**config.mk**
```make
export PLATFORM = sky130hd
export DESIGN_NAME = code_lock_seq
export DESIGN_NICKNAME = d
export VERILOG_FILES = /design/src/rtl/code_lock_pkg.sv /design/src/rtl/code_lock_seq_toggle_detect.sv /design/src/rtl/code_lock_seq.sv
export SDC_FILE = /design/constraint.sdc
export NUM_CORES = 1
export LEC_CHECK = 0
export CORE_MARGIN = 2
export CORE_UTILIZATION = 30
export CTS_BUF_LIST = sky130_fd_sc_hd__clkbuf_4
export DETAILED_ROUTE_END_ITERATION = 10
export PLACE_DENSITY_LB_ADDON = 0.15
export SLEW_MARGIN = 5
export SYNTH_ARGS = -nofsm -noshare
export SYNTH_HDL_FRONTEND = slang
export SYNTH_SLANG_ARGS = --single-unit
export TNS_END_PERCENT = 100
```
**constraint.sdc**
```tcl
create_clock -name clock -period 5.7 [get_ports clock]
set_input_delay 1.14 -clock clock [delete_from_list [all_inputs] [get_ports clock]]
set_output_delay 1.14 -clock clock [all_outputs]
set_load 0.005 [all_outputs]
```
**src/rtl/code_lock_pkg.sv**
```systemverilog
// Shared types and helpers for the sequence-code lock.
package code_lock_pkg;

    // Lock operating states; 2'd3 is unused and recovers to ST_ARMED.
    typedef enum logic [1:0] {
        ST_ARMED    = 2'd0,
        ST_UNLOCKED = 2'd1,
        ST_ALARM    = 2'd2
    } state_t;

    // Ceiling log2, usable in constant expressions such as port widths.
    function automatic int clog2(input int value);
        int result;
        result = 0;
        while ((1 << result) < value) begin
            result++;
        end
        return result;
    endfunction

endpackage

```
**src/rtl/code_lock_seq_toggle_detect.sv**
```systemverilog
// Switch toggle detector: remembers last cycle's switch levels and reports
// which bits changed, whether any/exactly one changed, and the changed index.
module toggle_detect #(
    parameter int W     = 8,
    parameter int IDX_W = 3
) (
    input  logic             clock,
    input  logic [W-1:0]     sw,
    output logic [W-1:0]     tgl,
    output logic             tgl_any,
    output logic             tgl_onehot,
    output logic [IDX_W-1:0] tgl_idx
);

    logic [W-1:0]     r_sw_q;
    logic [IDX_W-1:0] w_idx;

    // Capture switch levels every edge; during reset this is exactly the
    // required behaviour, so no toggle is seen on the first cycle after it.
    // NOTE: sequential state uses non-blocking (<=) so all registers update together at the edge.
    always_ff @(posedge clock) begin
        r_sw_q <= sw;
    end

    assign tgl        = sw ^ r_sw_q;
    assign tgl_any    = |tgl;
    assign tgl_onehot = $onehot(tgl);

    // Encode the toggled bit position; only meaningful when tgl_onehot.
    always_comb begin
        // NOTE: assign a default before any conditional write, otherwise a latch is inferred.
        w_idx = '0;
        for (int i = 0; i < W; i++) begin
            if (tgl[i]) begin
                w_idx = IDX_W'(i);
            end
        end
    end

    assign tgl_idx = w_idx;

endmodule

```
**src/rtl/code_lock_seq.sv**
```systemverilog
// Sequence-code lock: unlocks when the switches toggle in the programmed
// index order, relocks after UNLOCK_CYCLES, alarms after MAX_TRIES wrong
// sequences. Define CODE_LOCK_ALARM_TIMEOUT_EN to make the alarm clear after
// ALARM_CYCLES; otherwise the alarm is sticky until reset.
module code_lock_seq
    import code_lock_pkg::*;
#(
    parameter int SW_W          = 8,
    parameter int CODE_LEN      = 4,
    parameter int IDX_W         = 3,
    parameter int UNLOCK_CYCLES = 4,
    parameter int MAX_TRIES     = 3,
    parameter int ALARM_CYCLES  = 16
) (
    input  logic                             clock,
    input  logic                             reset,
    input  logic [SW_W-1:0]                  sw,
    input  logic [CODE_LEN*IDX_W-1:0]        code,
    output logic                             locked,
    output logic                             alarm,
    output logic [clog2(CODE_LEN+1)-1:0]     step,
    output logic [clog2(MAX_TRIES+1)-1:0]    fail_cnt
);

    localparam int STEP_W = clog2(CODE_LEN + 1);
    localparam int FAIL_W = clog2(MAX_TRIES + 1);
`ifdef CODE_LOCK_ALARM_TIMEOUT_EN
    // One timer serves both the unlock dwell and the alarm timeout.
    localparam int TMR_MAX = (UNLOCK_CYCLES > ALARM_CYCLES) ? UNLOCK_CYCLES : ALARM_CYCLES;
`else
    localparam int TMR_MAX = UNLOCK_CYCLES;
`endif
    localparam int TMR_W = clog2(TMR_MAX + 1);

    // Reject degenerate configurations at elaboration.
    if (CODE_LEN < 1 || UNLOCK_CYCLES < 1 || MAX_TRIES < 1 || ALARM_CYCLES < 1) begin : g_param_check
        $error("code_lock_seq: CODE_LEN, UNLOCK_CYCLES, MAX_TRIES and ALARM_CYCLES must be >= 1");
    end

    state_t              r_state,  w_state_nx;
    logic [STEP_W-1:0]   r_step,   w_step_nx;
    logic [FAIL_W-1:0]   r_fail,   w_fail_nx;
    logic [TMR_W-1:0]    r_timer,  w_timer_nx;
    logic                r_locked, w_locked_nx;
    logic                r_alarm,  w_alarm_nx;

    logic [SW_W-1:0]     w_tgl;
    logic                w_tgl_any;
    logic                w_tgl_onehot;
    logic [IDX_W-1:0]    w_tgl_idx;
    logic [IDX_W-1:0]    w_code_entry;

    toggle_detect #(
        .W     (SW_W),
        .IDX_W (IDX_W)
    ) u_toggle_detect (
        .clock      (clock),
        .sw         (sw),
        .tgl        (w_tgl),
        .tgl_any    (w_tgl_any),
        .tgl_onehot (w_tgl_onehot),
        .tgl_idx    (w_tgl_idx)
    );

    // The switch index expected next; step never exceeds CODE_LEN-1 here.
    assign w_code_entry = code[int'(r_step)*IDX_W +: IDX_W];

    // Next-state and next-output logic for the lock FSM.
    always_comb begin
        w_state_nx  = r_state;
        w_step_nx   = r_step;
        w_fail_nx   = r_fail;
        w_timer_nx  = r_timer;
        w_locked_nx = r_locked;
        w_alarm_nx  = r_alarm;
        case (r_state)
            ST_ARMED: begin
                w_locked_nx = 1'b1;
                w_alarm_nx  = 1'b0;
                if (w_tgl_any) begin
                    if (w_tgl_onehot && (w_tgl_idx == w_code_entry)) begin
                        if (r_step == STEP_W'(CODE_LEN - 1)) begin
                            w_state_nx  = ST_UNLOCKED;
                            w_step_nx   = '0;
                            w_fail_nx   = '0;
                            w_timer_nx  = '0;
                            w_locked_nx = 1'b0;
                        end else begin
                            w_step_nx = r_step + STEP_W'(1);
                        end
                    end else begin
                        // Wrong index or simultaneous toggles both count as a failure.
                        w_step_nx = '0;
                        if (r_fail != FAIL_W'(MAX_TRIES)) begin
                            w_fail_nx = r_fail + FAIL_W'(1);
                        end
                        if (r_fail == FAIL_W'(MAX_TRIES - 1)) begin
                            w_state_nx = ST_ALARM;
                            w_alarm_nx = 1'b1;
                            w_timer_nx = '0;
                        end
                    end
                end
            end
            ST_UNLOCKED: begin
                // Toggles are ignored while open; the dwell is UNLOCKED_CYCLES edges.
                w_locked_nx = 1'b0;
                if (r_timer == TMR_W'(UNLOCK_CYCLES - 1)) begin
                    w_state_nx  = ST_ARMED;
                    w_timer_nx  = '0;
                    w_locked_nx = 1'b1;
                end else begin
                    w_timer_nx = r_timer + TMR_W'(1);
                end
            end
            ST_ALARM: begin
                w_step_nx   = '0;
                w_locked_nx = 1'b1;
                w_alarm_nx  = 1'b1;
`ifdef CODE_LOCK_ALARM_TIMEOUT_EN
                if (r_timer == TMR_W'(ALARM_CYCLES - 1)) begin
                    w_state_nx = ST_ARMED;
                    w_timer_nx = '0;
                    w_fail_nx  = '0;
                    w_alarm_nx = 1'b0;
                end else begin
                    w_timer_nx = r_timer + TMR_W'(1);
                end
`endif
            end
            default: begin
                w_state_nx  = ST_ARMED;
                w_step_nx   = '0;
                w_fail_nx   = '0;
                w_timer_nx  = '0;
                w_locked_nx = 1'b1;
                w_alarm_nx  = 1'b0;
            end
        endcase
    end

    // State and output registers with synchronous reset.
    always_ff @(posedge clock) begin
        if (reset) begin
            r_state  <= ST_ARMED;
            r_step   <= '0;
            r_fail   <= '0;
            r_timer  <= '0;
            r_locked <= 1'b1;
            r_alarm  <= 1'b0;
        end else begin
            r_state  <= w_state_nx;
            r_step   <= w_step_nx;
            r_fail   <= w_fail_nx;
            r_timer  <= w_timer_nx;
            r_locked <= w_locked_nx;
            r_alarm  <= w_alarm_nx;
        end
    end

    assign locked   = r_locked;
    assign alarm    = r_alarm;
    assign step     = r_step;
    assign fail_cnt = r_fail;

endmodule

```
# After elaboration in Yosys (flattened, before gate mapping)
# Cells that the tools add are included.
# classes
n_addsub	10
n_mul	1
n_eq_ne	13
n_shift	1
mux	37
bitwise	4
reduce_logical	8
# op_table
operator	n
2-to-1 mux 3 bit	12
2-to-1 mux 2 bit	11
adder 4 bit	3
indexed part select 12 x 6 -> 3 bit	1
inequality test 3 bit, second input constant	3
one-hot mux 3 bit (3 select lines)	1
adder 1 x 1 -> 2 bit	4
2-to-1 mux 1 bit	8
AND reduction 4 bit	2
OR reduction 8 bit	1
XOR 8 bit	1
adder 3 x 1 -> 3 bit, second input constant	2
== test 3 x 2 -> 1 bit, second input constant	2
one-hot mux 2 bit (3 select lines)	1
one-hot mux 3 bit (2 select lines)	1
multiplier 3 x 2 -> 5 bit, second input constant	1
AND reduction 5 bit	1
== test 2 bit, second input constant	2
== test 4 x 1 -> 1 bit, second input constant	1
inequality test 2 bit, second input constant	2
one-hot mux 2 bit (2 select lines)	1
== test 3 bit	1
NOT 1 bit	3
one-hot mux 1 bit (3 select lines)	1
8 further kinds	8
# word_totals
reg_bits	20
out_inout_bits	7
wordCells	81

# Longest topological paths before layout
# Gate-level depths: netlist of the first run.
# logic_depth
word_depth	13
ltp_mapped	16
depth_no_buf	15

# By module
# From an unflattened synthesis of the first run, not the netlist that was laid out.
# unflattened
cells_unflattened	149
area_unflattened_um2	1410.1
# modules_own_cells
module	n_inst	cells_each	area_each_um2
code_lock_seq	1	102	912.1
toggle_detect	1	47	498.0

# Least setup slack after synthesis of the first run
# No wires, ideal clock.
# synth_timing
path_type	input port to flip-flop
from	in sw[2]
to	reg r_state[0]
setup_time_ns	0.070
arrival_ns	4.993
required_time_ns	5.630
setup_slack_ns	0.637
stages	15
path_cell_list	xnor2_1 inv_1 ha_1 fa_1 inv_1 fa_1 inv_1 ha_1 fa_1 or4b_2 a21oi_1 and4bb_2 nand3_1 or4_1 a21oi_1
# synth_between
elab_chain_len	12
# synth_rtl
element	line_no	text
start: declaration	code_lock_seq.sv:17	input logic [SW_W-1:0] sw,
XOR 8 bit *	code_lock_seq_toggle_detect.sv:25	assign tgl = sw ^ r_sw_q;
branches (longest 11 deep; another with adder 4 bit)	n/a	
end signal: assignment	code_lock_seq.sv:152	r_state <= w_state_nx;
end: declaration	code_lock_seq.sv:40	state_t r_state, w_state_nx;
# Mark *: on every way between the ends. The select of a mux whose other input is x is not followed.
# A chain may end at the register's enable or synchronous reset.

# Worst setup path after layout of the first run
# layout_timing
from	in sw[1]
to	reg r_timer[1]
# layout_between
elab_chain_len	13
# layout_rtl
element	line_no	text
XOR 8 bit *	code_lock_seq_toggle_detect.sv:25	
branches (longest 12 deep; another with adder 4 bit)	n/a	
end signal: assignment	code_lock_seq.sv:155	r_timer <= w_timer_nx;
end: declaration	code_lock_seq.sv:43	logic [TMR_W-1:0] r_timer, w_timer_nx;
# Marks and branches as above.

==> metrics.md, run 1 <==
| Metric | Value |
|---|---|
| Status | `completed` |
| Initial antenna violation count | `0` |
| Vias in the first global route | `1,162` |
| Startpoint Class | `input port` |
| Total wire length | `3110 um` |
| Ranking of synthesized cells by area | `dfxtp_1 28%, ha_1 16%, inv_1 5.7%, fa_1 5.5%, a21oi_1 3.1%` |
| Post-synth EDFFs | `0` |
| Number of synthesis warnings | `0` |
| Slowest cell on the critical path | `or4b_2` |
| Crit end category | `register` |
| DRC | `0` |
| Primary FF master, synth | `dfxtp_1` |
| N_diodes | `0` |
| DR vias | `1,199` |
| Total GRT Usage | `12.3%` |
| DPL Wire Length | `roughly 2600 um` |
| Commonest cells in the netlist | `22 x inv_1, 20 x dfxtp_1, 18 x ha_1` |
| Core area | `between 0.004 and 0.005 mm2` |
| Placed instance area | `0.00182 mm2` |
| Ratio of cells with drive above 1 in the final layout | `13.3%` |
| Die Ht | `between 70 and 80 um` |
| Post-Syn Instances | `153` |
| Post-DR vias/cell | `approximately 5` |
| Kind of critical path | `input port to register` |
| Syn Area/Cell | `9.45 um2` |
| Post-Layout Cell Count | `242` |
| Final #Nets | `approximately 230` |
| IO Count | `29` |
| Final setup violation count | `0` |
| Least-Margin Pin Slew | `~570 ps` |
| DR iter-0 viols | `53` |
| DIE AREA | `0.00539 mm2` |
| Post-CTS Setup Bufs | `0` |
| Top delay family on crit path | `adder cells` |
| Buf/Inv on CP | `4` |
| Register area share after synthesis | `27.7%` |
| R2R setup slack | `between 1000 and 1500 ps` |
| Met3 WL | `82 um` |
| Synth area leader | `dfxtp_1` |
| 1st-pass router iterations | `5` |
| Final setup TNS | `0 ps` |
| Hold Startpoint | `r_timer[0]` |
| Hold Crit Class | `register to register` |
| Top layer in use | `met4` |
| Pwr Total | `approximately 470 uW` |
| CP cell instances | `clkdlybuf4s50_1 -> xor2_1 -> inv_1 -> ha_1 -> inv_1 -> fa_1 -> fa_1 -> inv_1 -> ha_1 -> fa_1 -> or4b_2 -> a21oi_1 -> and4bb_2 -> a21oi_1 -> o311ai_1 -> o41ai_1` |
| Unrepaired setup endpoints after global routing | `false` |
| Worst VDD drop | `0.136 mV` |
| ANT nets after route | `0` |
| Fmax | `185 MHz` |
| Pins Over Slew Limit | `0` |
| FF-to-FF End | `r_timer[1]` |
| WL met2 | `1640 um` |
| Fillers | `486` |
| Largest net degree at the start of global routing | `13` |
| H-tree Lvls | `1` |
| Slowest Stage Delay on Critical Path | `610 ps` |
| Initial core utilization | `between 30% and 40%` |
| CP Max Fanout | `6` |
| Setup Skew | `8.76 ps` |
| Final hold vios | `0` |
| Tcrit/Tclk final | `approximately 95%` |
| Die Wd | `73.4 um` |
| WL per Instance | `between 10 and 15 um` |
| Site row count | `25` |
| Top-count cell post-synth | `inv_1` |
| Final Critical Period | `5410 ps` |
| Root Buffer | `clkbuf_4` |
| Clock latency on the worst-skew pair | `slightly above 300 ps` |
| Top-area cell type share of the netlist area | `27.7%` |
| Placed cells | `238` |
| GRT overflow | `0` |
| Cell Pwr Density | `255 mW/mm2` |
| Cts bufs inserted | `3` |
| WP data required | `approximately 5900 ps` |
| CTS tree | `done` |
| Max Root-Sink Buffers | `2` |
| FF-to-FF Start | `u_toggle_detect.r_sw_q[1]` |
| FFs w/ async S/R, synth | `0%` |
| Hold Crit Endpoint | `r_timer[0]` |
| Slew HR | `62.0%` |
| Buffers on Ports | `28` |
| Leakage power | `0.000799 uW` |
| Reg clk slew, reported paths | `120 ps` |
| First-pass GRT wire length | `between 5000 and 6000 um` |
| CTS sink count | `20` |
| Yosys reg bits | `20` |
| Gpl congestion | `0.810` |
| Layout area overhead | `28.2%` |
| R2R depth | `15` |
| Arrival time worst endpoint | `5600 ps` |
| Mapped cell area | `around 0.0014 mm2` |
| Final Util | `between 30% and 40%` |
| Final non-filler cell area | `0.00185 mm2` |
| Synth unique cells | `51` |
| Max-cap viol count | `0` |
| M1 WL | `1350 um` |
| Syn_nets | `just under 200` |
| Hold depth | `2` |
## report_power, final
part           internal [uW]  total (uW)  switching (uW)
clock                   25.5        71.5            45.9
sequential               155         168            13.3
combinational            119         234             115
## worst register-to-register path, stage by stage, from the launching register on
cell and delay [ps]:
dfxtp_1 340, xor2_1 250, inv_1 70, ha_1 270, inv_1 50, fa_1 440, fa_1 510, inv_1 40
ha_1 200, fa_1 420, or4b_2 610, a21oi_1 140, and4bb_2 290, a21oi_1 180, o311ai_1 360, o41ai_1 130
## what timing repair did
action | CTS | global route
endpoints found under the hold margin | 0 | 0
hold buffers | 0 | 0
gates resized for setup | 0 | 1
endpoints found under the setup margin | 0 | 1
## cell usage in the layout, fill, tap and decap left out, types with 2 or more instances in the layout
cell / Yosys / layout
clkdlybuf4s50_1: 0 / 28
inv_1: 22 / 22
dfxtp_1: 20 / 20
ha_1: 18 / 18
a21oi_1: 9 / 9
o21ai_0: 7 / 7
buf_4: 1 / 7
xor2_1: 4 / 4
xnor2_1: 4 / 4
nand2_1: 4 / 4
fa_1: 4 / 4
or2_2: 3 / 3
nor3_1: 3 / 3
nand2b_1: 3 / 3
or3_1: 3 / 3
clkbuf_4: 0 / 3
mux4_2: 2 / 2
and2_1: 2 / 2
mux2i_1: 2 / 2
nor2_1: 2 / 2
a211oi_1: 2 / 2
nor2b_1: 2 / 2
nand3_1: 2 / 2
o41ai_2: 1 / 2
o311ai_1: 2 / 2
o41ai_1: 3 / 2
## sequential cells by signal, summed over array words and instances (netlist names)
name,cells
u_toggle_detect.r_sw_q,8
r_timer,3
step,3
fail_cnt,2
r_state,2
alarm,1
locked,1
## area by class of cell
type                       instances  area [um2]  area share (%)
inverter                          22        82.6            4.45
tap                               54        67.6            3.64
timing repair buffer              35         333            17.9
clock inverter                     1        3.75           0.202
sequential                        20         400            21.6
clock buffer                       3        22.5            1.21
multi-input combinational        107         945            50.9
## per-layer routing
metal  vias to the layer above  GRT usage [%]
li1                        613              -
met1                       571           14.0
met2                        11           22.1
met3                         4           3.16
met4                         0           4.04
met5                         -              0
## metrics by stage
stage | hold slack [ps] | setup WS [ps]
after floorplan | 456 | 637
after global placement | 477 | -0.759
after detailed placement | 494 | -83.1
after CTS | 512 | 256
after global routing | 534 | 19.5
final | 511 | 295
## worst max-delay path by stage
stage | from | endpoint | slack (ps) | cells past startpoint
2_1_floorplan | sw[2] | r_state[0] | 640 | 15
3_5_place_dp | sw[1] | r_timer[1] | -80 | 16
5_1_grt | sw[1] | r_timer[2] | 20 | 16
4_1_cts | sw[1] | r_state[1] | 260 | 16
6_report | sw[1] | r_timer[1] | 290 | 16
3_3_place_gp | sw[1] | r_state[0] | -0.8 | 16
## kinds of logic (layout without fill, tap and decap cells)
group                    Yosys count  after routing  synth area share (%)
buffers and inverters             26             61                  7.53
flip-flops                        20             20                  27.7
AND/OR/NAND/NOR                   37             37                  16.7
AO/OA/AOI/OAI                     36             36                  17.6
adder cells (fa/ha/maj)           22             22                  21.1
multiplexers                       4              4                  4.50
XOR/XNOR                           8              8                  4.84
Note: power is estimated with default switching activity, not from simulation.
==> inputs of run 2 (changes only) <==
--- a/config.mk
+++ b/config.mk
@@ -13,5 +13,6 @@
 export SLEW_MARGIN = 5
 export SYNTH_ARGS = -nofsm -noshare
 export SYNTH_HDL_FRONTEND = slang
+export SYNTH_HIERARCHICAL = 1
 export SYNTH_SLANG_ARGS = --single-unit
 export TNS_END_PERCENT = 100
==> metrics.md, run 2 <==
| Metric | Value |
|---|---|
| DIE AREA | `0.00526 mm2` |
| Primary FF master, synth | `dfxtp_1` |
| Sw Pwr | `about 200 uW` |
| Synth Area in Compound Gates | `20.9%` |
| Site row count | `24` |
| First-pass GRT wire length | `5290 um` |
| Commonest non-fill, non-tap cell in the layout | `clkdlybuf4s50_1` |
| DPL Wire Length | `about 2500 um` |
| Die Wd | `72.6 um` |
| Buffers on Ports | `28` |
| Hold-fix buffers, CTS | `0` |
| Max reg flops | `8` |
| FFs w/ async S/R, synth | `0%` |
| Initial antenna violation count | `0` |
| Cell Pwr Density | `~310 mW/mm2` |
| DR vias | `around 1,200` |
| Startpoint Class | `input port` |
| Vias in the first global route | `1,223` |
| Final Util | `40.9%` |
| Largest net degree at the start of global routing | `13` |
| Gpl congestion | `0.776` |
| Number of synthesis warnings | `6` |
| IO Count | `29` |
| Clock power frac | `21.3%` |
| Mapped cell area | `~0.0014 mm2` |
| DRC | `0` |
| Final setup TNS | `0 ps` |
| Total wire length | `3120 um` |
| Ratio of cells with drive above 1 in the final layout | `13.1%` |
| Mux cell area share after synthesis | `approximately a tenth` |
| ANT nets after route | `0` |
| Post-DR vias/cell | `5.09` |
| Post-Layout Cell Count | `235` |
| Top-area cell type share of the netlist area | `28.4%` |
| Final hold vios | `0` |
| Xor-xnor portion of the synthesized cell area | `6.57%` |
| Unrepaired setup endpoints after global routing | `false` |
| WP data required | `slightly below 6000 ps` |
| Syn_nets | `between 150 and 200` |
| Arrival time worst endpoint | `between 5000 and 6000 ps` |
| Seq pwr share | `30.3%` |
| Main combinational cell family by area after synthesis | `compound AO/OA/AOI/OAI gates` |
| Clock latency on the worst-skew pair | `320 ps` |
| H-tree Lvls | `1` |
| Adder-Cell Fraction of Synth Area | `15.4%` |
| Worst VDD drop | `0.157 mV` |
| Switching power share of the total | `34.9%` |
| Syn Area/Cell | `9.46 um2` |
| Die Ht | `72.6 um` |
| Comb power frac | `48.4%` |
| Ranking of synthesized cells by area | `dfxtp_1 28%, ha_1 9.8%, fa_1 5.7%, inv_1 4.8%, mux2i_1 4.3%` |
| Kind of critical path | `input port to register` |
| Yosys reg bits | `20` |
| Placed cells | `231` |
| Leakage power | `0.000757 uW` |
| Least-Margin Pin Slew | `427 ps` |
| Slew HR | `slightly above 70%` |
| Final #Nets | `221` |
| Root Buffer | `clkbuf_4` |
| 1st-pass router iterations | `4` |
| Placed instance area | `around 0.0018 mm2` |
| Register area share after synthesis | `28.4%` |
| Post-Syn Instances | `149` |
| GRT overflow | `0` |
| Reg clk slew, reported paths | `about 130 ps` |
| Pins Over Slew Limit | `0` |
| Final Critical Period | `between 5000 and 6000 ps` |
| Fmax | `183 MHz` |
| Cts bufs inserted | `3` |
| Synth area leader | `dfxtp_1` |
| Post-synth EDFFs | `0` |
| Setup Skew | `13.3 ps` |
| Hold Crit Class | `register to register` |
| Core area | `between 0.004 and 0.005 mm2` |
| Area share of and/or/nand/nor cells after synthesis | `12.2%` |
| Post_cts resized | `0` |
| Commonest cells in the netlist | `20 x dfxtp_1, 18 x inv_1, 15 x nand2_1` |
| Max-cap viol count | `0` |
| Final non-filler cell area | `0.00182 mm2` |
| Most frequent cells in the layout | `28 x clkdlybuf4s50_1, 20 x dfxtp_1, 18 x inv_1` |
| Total GRT Usage | `12.7%` |
| Post-CTS Setup Bufs | `0` |
| Max Root-Sink Buffers | `2` |
| DR iter-0 viols | `64` |
| CTS sink count | `20` |
| Hold WS | `468 ps` |
| Crit end category | `register` |
| Reg with most FFs | `u_toggle_detect/r_sw_q` |
| Fillers | `455` |
| CP Max Fanout | `6` |
| Status | `completed` |
| Final setup violation count | `0` |
| Tcrit/Tclk final | `about 96%` |
| Top-count cell post-synth | `dfxtp_1` |
| Layout area overhead | `29.0%` |
| WL per Instance | `about 13 um` |
| Pint | `between 300 and 400 uW` |
| CTS tree | `done` |
| Synth unique cells | `42` |
| Initial core utilization | `roughly a third` |
| N_diodes | `0` |
## run 2: cell types whose count changed in the layout (fill, tap and decap cells not counted), moves of 4 or more
cell / before / now
nor2_1: 2 / 12
o31ai_1: 1 / 5
a21oi_1: 9 / 4
ha_1: 18 / 11
inv_1: 22 / 18
nand2_1: 4 / 15
mux2i_1: 2 / 6
## run 2: metal layers
layer	vias to the layer above	GRT usage (%)	share of wire (%)
met2	33	21.6	46
met3	4	3.06	6.0
li1	598	-	-
met5	-	0	0
met1	562	15.8	47
met4	0	3.91	1.1
## run 2: area by class of cell
class | count | area, um2 | share of cell area [%]
Multi-Input combinational cell | 106 | 908 | 49.9
Sequential cell | 20 | 400 | 22.0
Timing Repair Buffer | 33 | 318 | 17.5
Inverter | 20 | 75.1 | 4.13
Tap cell | 52 | 65.1 | 3.58
Clock inverter | 1 | 30.0 | 1.65
Clock buffer | 3 | 22.5 | 1.24
## run 2: path summary, 6_finish.rpt
| path | start | depth (start not counted) | slack, ps | to |
|---|---|---|---|---|
| setup / recovery | sw[1] | 18 | 240 | r_timer[0] |
| hold / removal | r_timer[2] | 2 | 470 | r_timer[2] |
| setup reg to reg | u_toggle_detect/r_sw_q[0] | 18 | 1210 | r_timer[0] |
| hold reg to reg | r_timer[2] | 2 | 470 | r_timer[2] |
## run 2: through the flow
| step | power, uW | setup WS (ps) |
|---|---|---|
| global placement | 435 | 15.3 |
| detailed placement | 445 | -114 |
| finish | 563 | 239 |
| global route | 611 | 20.5 |
| floorplan | 351 | 600 |
| CTS | 572 | 213 |
## run 2: cells by family after synthesis
logic type | count (synthesis)
AO/OA/AOI/OAI | 34
XOR/XNOR | 8
adder cells (fa/ha/maj) | 15
buffers and inverters | 23
flip-flops | 20
multiplexers | 10
AND/OR/NAND/NOR | 39
## run 2: power by group through the flow
| stage | Combinational (uW) | Clock [uW] | Sequential, uW |
|---|---|---|---|
| after floorplan | 180 | 0 | 171 |
| after global placement | 263 | 0 | 172 |
| after detailed placement | 272 | 0 | 174 |
| after CTS | 276 | 126 | 170 |
| after global routing | 306 | 132 | 174 |
| final | 272 | 120 | 171 |
## run 2: worst max-delay path: stages
cell and delay, ps:
clkdlybuf4s50_1 490, xor2_1 260, fa_1 480, fa_1 510, inv_1 50, fa_1 420
inv_1 60, ha_1 160, inv_1 50, fa_1 380, a211oi_1 250, mux2i_1 110
nor2_1 110, nand2_1 90, a211o_4 360, o211a_1 260, o21a_4 210, mux2_4 290
